[src/rtl/instr_fetch_unit.sv]
// Instruction fetch: PC, req/ack imem fetch, valid/ready hand-off to decode; one beat per 2 cycles min, outputs registered.
// Redirects squash wrong-path fetches; optional perf counters under IFU_PERF_CNT_EN.
module instr_fetch_unit #(
  parameter int               WIDTH    = 32,
  parameter logic [WIDTH-1:0] RESET_PC = '0
) (
  input  logic             clk,
  input  logic             rst,
  output logic             imem_req,
  output logic [WIDTH-1:0] imem_addr,
  input  logic             imem_ack,
  input  logic [WIDTH-1:0] imem_rdata,
  input  logic             redirect_valid,
  input  logic [WIDTH-1:0] redirect_pc,
  output logic             out_valid,
  input  logic             out_ready,
  output logic [WIDTH-1:0] out_instr,
  output logic [WIDTH-1:0] out_pc,
  output logic [WIDTH-1:0] out_pc_plus4
`ifdef IFU_PERF_CNT_EN
  ,
  output logic [31:0]      perf_fetch_cnt,
  output logic [31:0]      perf_stall_cnt
`endif
);

  typedef enum logic [1:0] {REQ, HOLD, DROP} state_t;

  state_t           state, state_n;
  logic [WIDTH-1:0] pc, pc_n;
  logic             req_n, valid_n;
  logic [WIDTH-1:0] addr_n, instr_n, opc_n, opc4_n;
  logic [WIDTH-1:0] target, pc_inc;

  assign target = redirect_pc & {{(WIDTH-2){1'b1}}, 2'b00};
  assign pc_inc = pc + WIDTH'(4);

  always_ff @(posedge clk) begin
    if (rst) begin
      state        <= REQ;
      pc           <= RESET_PC;
      imem_req     <= 1'b0;
      imem_addr    <= RESET_PC;
      out_valid    <= 1'b0;
      out_instr    <= '0;
      out_pc       <= '0;
      out_pc_plus4 <= '0;
    end else begin
      state        <= state_n;
      pc           <= pc_n;
      imem_req     <= req_n;
      imem_addr    <= addr_n;
      out_valid    <= valid_n;
      out_instr    <= instr_n;
      out_pc       <= opc_n;
      out_pc_plus4 <= opc4_n;
    end
  end

  always_comb begin
    state_n = state;
    pc_n    = pc;
    req_n   = imem_req;
    addr_n  = imem_addr;
    valid_n = out_valid;
    instr_n = out_instr;
    opc_n   = out_pc;
    opc4_n  = out_pc_plus4;
    case (state)
      REQ: begin
        if (redirect_valid) begin
          pc_n = target;
          // An unacked request is still in flight and must be drained in DROP.
          if (!imem_req || imem_ack) begin
            req_n  = 1'b1;
            addr_n = target;
          end else begin
            state_n = DROP;
          end
        end else if (!imem_req) begin
          req_n  = 1'b1;
          addr_n = pc;
        end else if (imem_ack) begin
          instr_n = imem_rdata;
          opc_n   = pc;
          opc4_n  = pc_inc;
          valid_n = 1'b1;
          pc_n    = pc_inc;
          req_n   = 1'b0;
          state_n = HOLD;
        end
      end
      HOLD: begin
        if (redirect_valid) begin
          valid_n = 1'b0;
          pc_n    = target;
          req_n   = 1'b1;
          addr_n  = target;
          state_n = REQ;
        end else if (out_ready) begin
          valid_n = 1'b0;
          req_n   = 1'b1;
          addr_n  = pc;
          state_n = REQ;
        end
      end
      DROP: begin
        if (redirect_valid) pc_n = target;
        if (imem_ack) begin
          addr_n  = redirect_valid ? target : pc;
          state_n = REQ;
        end
      end
      default: state_n = REQ;
    endcase
  end

`ifdef IFU_PERF_CNT_EN
  always_ff @(posedge clk) begin
    if (rst) begin
      perf_fetch_cnt <= '0;
      perf_stall_cnt <= '0;
    end else begin
      if (out_valid && out_ready) perf_fetch_cnt <= perf_fetch_cnt + 32'd1;
      if ((imem_req && !imem_ack) || (out_valid && !out_ready))
        perf_stall_cnt <= perf_stall_cnt + 32'd1;
    end
  end
`else
  // Counters absent in this build.
`endif

endmodule

[config.mk]
export PLATFORM = sky130hd
export DESIGN_NAME = instr_fetch_unit
export DESIGN_NICKNAME = d
export VERILOG_FILES = /design/src/rtl/instr_fetch_unit.sv
export SDC_FILE = /design/constraint.sdc
export NUM_CORES = 1
export LEC_CHECK = 0
export CAP_MARGIN = 20
export CORE_ASPECT_RATIO = 0.7
export CORE_MARGIN = 2
export CORE_UTILIZATION = 45
export DETAILED_ROUTE_END_ITERATION = 10
export PLACE_DENSITY_LB_ADDON = 0.08
export SETUP_SLACK_MARGIN = 0.02
export SYNTH_ARGS = -nofsm -noshare
export SYNTH_HDL_FRONTEND = slang
export SYNTH_SLANG_ARGS = --single-unit
[constraint.sdc]
create_clock -name clk -period 2.9 [get_ports clk]
set_clock_uncertainty 0.15 [all_clocks]
set_input_delay 0.58 -clock clk [delete_from_list [all_inputs] [get_ports clk]]
set_output_delay 0.58 -clock clk [all_outputs]
set_load 0.02 [all_outputs]
==> impl_metrics.tcl <==
set metrics [dict create \
    synth_warnings 0 \
    hold_viol 0 \
    status "finished clean" \
    grt_pass1_wl_mm 33.2 \
    max_freq_mhz 422 \
    synthTopCellsByArea "dfxtp_1, nand2_1, a21oi_1" \
    finalSetupViolCount 0 \
    synth_top_area_share_pct 45.2 \
    synth_edf_count 0 \
    rsz0062_at_grt "no" \
    placed_area_sq_um 9370 \
    critPathCaptureType "flop" \
    die_w_um 155 \
    first_iter_violations 480 \
    regToRegStartpoint "state[0]" \
    fin_cells 1260 \
    cts_buffer_depth 2 \
    rrSetupSlack_ps 530 \
    crit_start "state[0]" \
    grt_usage_pct 24.6 \
    dieArea_sq_um 17000 \
    crit_type "flop to flop" \
    avgViaCountPerCell 5.50 \
    cp-start-kind "flop" \
    vias 6933 \
    hold_buffers 0 \
    grt_overflow 0 \
    cts_tree "built" \
    p_leak_uw 0.00359 \
    cp.arrival_ps 2510 \
    postRouteAntennaNets 0 \
    routabilityCongestion 0.859 \
    postCtsSetupBuffers 0 \
    netlist_area_sq_um 7170 \
    cts_num_sinks 162 \
    diodes 0 \
    grt_max_degree 74 \
    drive_above_1_share_pct 7.55 \
    grt_pass1_vias 6372 \
    synth.avg_cell_area_sq_um 8.14 \
    slew_headroom_pct 62.7 \
    final_util_pct 63.9 \
    core_sq_um 15500 \
    yosys_register_bits 162 \
    path_clk_slew_ps 70 \
    ys_seq_area_share_pct 45.2 \
    async_flop_share_pct 0 \
    num-nets-final 1121 \
    cellPowerDensity_nw_per_um2 607 \
    htreeDepth 4 \
    cp.required_ps 3030 \
    rows 38 \
    clk_latency_ps 430 \
    synth_area_leader_cell "dfxtp_1" \
    dp_cells 1228 \
    yosys_most_used_dff "dfxtp_1" \
    maxSlewViolCount 0 \
    setup_tns_ps 0 \
    routed_wl_mm 21.2 \
    cap_violations 0 \
    drt-wirelength-per-cell_um 16.8 \
    grt_antenna_before_repair 0 \
    worstMarginPinSlew_ps 558 \
    netlist_instances 881 \
    min_period_over_period_pct 81.8 \
    drc 0 \
    die-height_um 110 \
    dr.pass1.iters 5 \
    io_buffers 196 \
    hold_path.class "flop to flop" \
    post_cts_resized 0 \
    start_util_pct 46.1 \
    nFillCells 1382 \
    place_hpwl_mm 14.8 \
    worst-path-max-fanout 18 \
    power_uw 6030 \
    synth_cell_types 58 \
    worstHoldStart "out_instr[23]" \
    layout-area-overhead-vs-synth_pct 38.7 \
    synth.net_count 955 \
    clockRootBuffer "clkbuf_16" \
    ios 199 \
    fin_area_sq_um 9940 \
    cts_buffers 17 \
    fin_crit_ps 2370 \
    vdd_drop_max_mv 0.398 \
]
[sequential cells by signal, summed over array words and instances (netlist names)]
register,flops
imem_req,1
out_valid,1
pc,32
out_instr,32
out_pc,32
state,2
out_pc_plus4,30
imem_addr,32
[through the flow]
stage,worst slack (ps),hold slack [ps]
detailed placement,224,296
global route,297,326
CTS,492,305
floorplan,685,291
global placement,335,291
finish,529,304
[synthesized netlist by cell type, drive strengths merged (2+ instances only)]
| library cell | count |
|---|---|
| dfxtp | 162 |
| nand2 | 160 |
| a21oi | 100 |
| nor2 | 82 |
| clkbuf | 70 |
| o21ai | 42 |
| a211oi | 41 |
| mux2i | 28 |
| nand3 | 25 |
| xor2 | 17 |
| buf | 13 |
| nor3 | 13 |
| nand4 | 12 |
| xnor2 | 11 |
| a22oi | 9 |
| a311oi | 8 |
| inv | 7 |
| and3 | 6 |
| a21o | 5 |
| ha | 5 |
| nor4 | 5 |
| and4 | 4 |
| nand2b | 4 |
| o22ai | 4 |
| a221oi | 3 |
| a31oi | 3 |
| a32o | 3 |
| nor2b | 3 |
| o31ai | 3 |
| o32ai | 3 |
| or4 | 3 |
| a21boi | 2 |
| a22o | 2 |
| and2 | 2 |
| clkinv | 2 |
| o211ai | 2 |
| o21a | 2 |
| o221ai | 2 |
| or2 | 2 |
| or3 | 2 |
[critical path: stages, from the launching register on]
cell and delay (ps):
dfxtp_1 330, inv_1 100, ha_1 380, nor2b_1 340
nand3_2 400, buf_4 360, nand2_1 90, a21oi_1 60
[cell usage in the layout, fill, tap and decap left out, drive strengths merged, types with 25 or more instances in the layout]
master           n
clkdlybuf4s50  194
nand3           25
buf             36
nand2          160
a21oi          100
a211oi          41
dfxtp          162
mux2i           28
o21ai           42
nor2            82
[power by group]
part / total, uW / switching (uW) / internal, uW
sequential: 2550 / 155 / 2400
clock: 2180 / 1010 / 1170
combinational: 1300 / 723 / 573
total: 6030 / 1880 / 4150
[worst paths after layout]
check                                     end  cells after the start
worst max-delay path               out_pc[20]                      7
worst min-delay path            out_instr[23]                      2
worst max register to register     out_pc[20]                      7
worst min register to register  out_instr[23]                      2
[per-layer routing]
metal	up-vias	wire length (um)	track usage [%]
li1	3408	-	-
met1	3259	10200	34.9
met2	241	9360	38.7
met3	25	1290	3.98
met4	0	285	7.94
met5	-	0	0
[cell families (layout without fill, tap and decap cells)]
kind of cell	after synthesis	count (layout)	share of synthesized area, %
DFF	162	162	45.2
AOI/OAI and AO/OA	240	240	20.8
muxes	28	28	3.91
adders and majority gates	5	5	0.873
buffers and inverters	92	271	5.15
and+or+nand+nor	326	326	20.6
xor gates and xnor gates	28	28	3.42
[final cells by class]
| type | count | area (sq um) | area share, % |
|---|---|---|---|
| inverters | 9 | 33.8 | 0.340 |
| clock buffers | 19 | 453 | 4.56 |
| flip-flops and latches | 162 | 3240 | 32.6 |
| clock inverters | 13 | 120 | 1.21 |
| multi-input cells | 627 | 3580 | 36.0 |
| repair buffers | 230 | 2260 | 22.7 |
| well taps | 200 | 250 | 2.52 |
No activity file was read; power rests on OpenSTA's default activity.
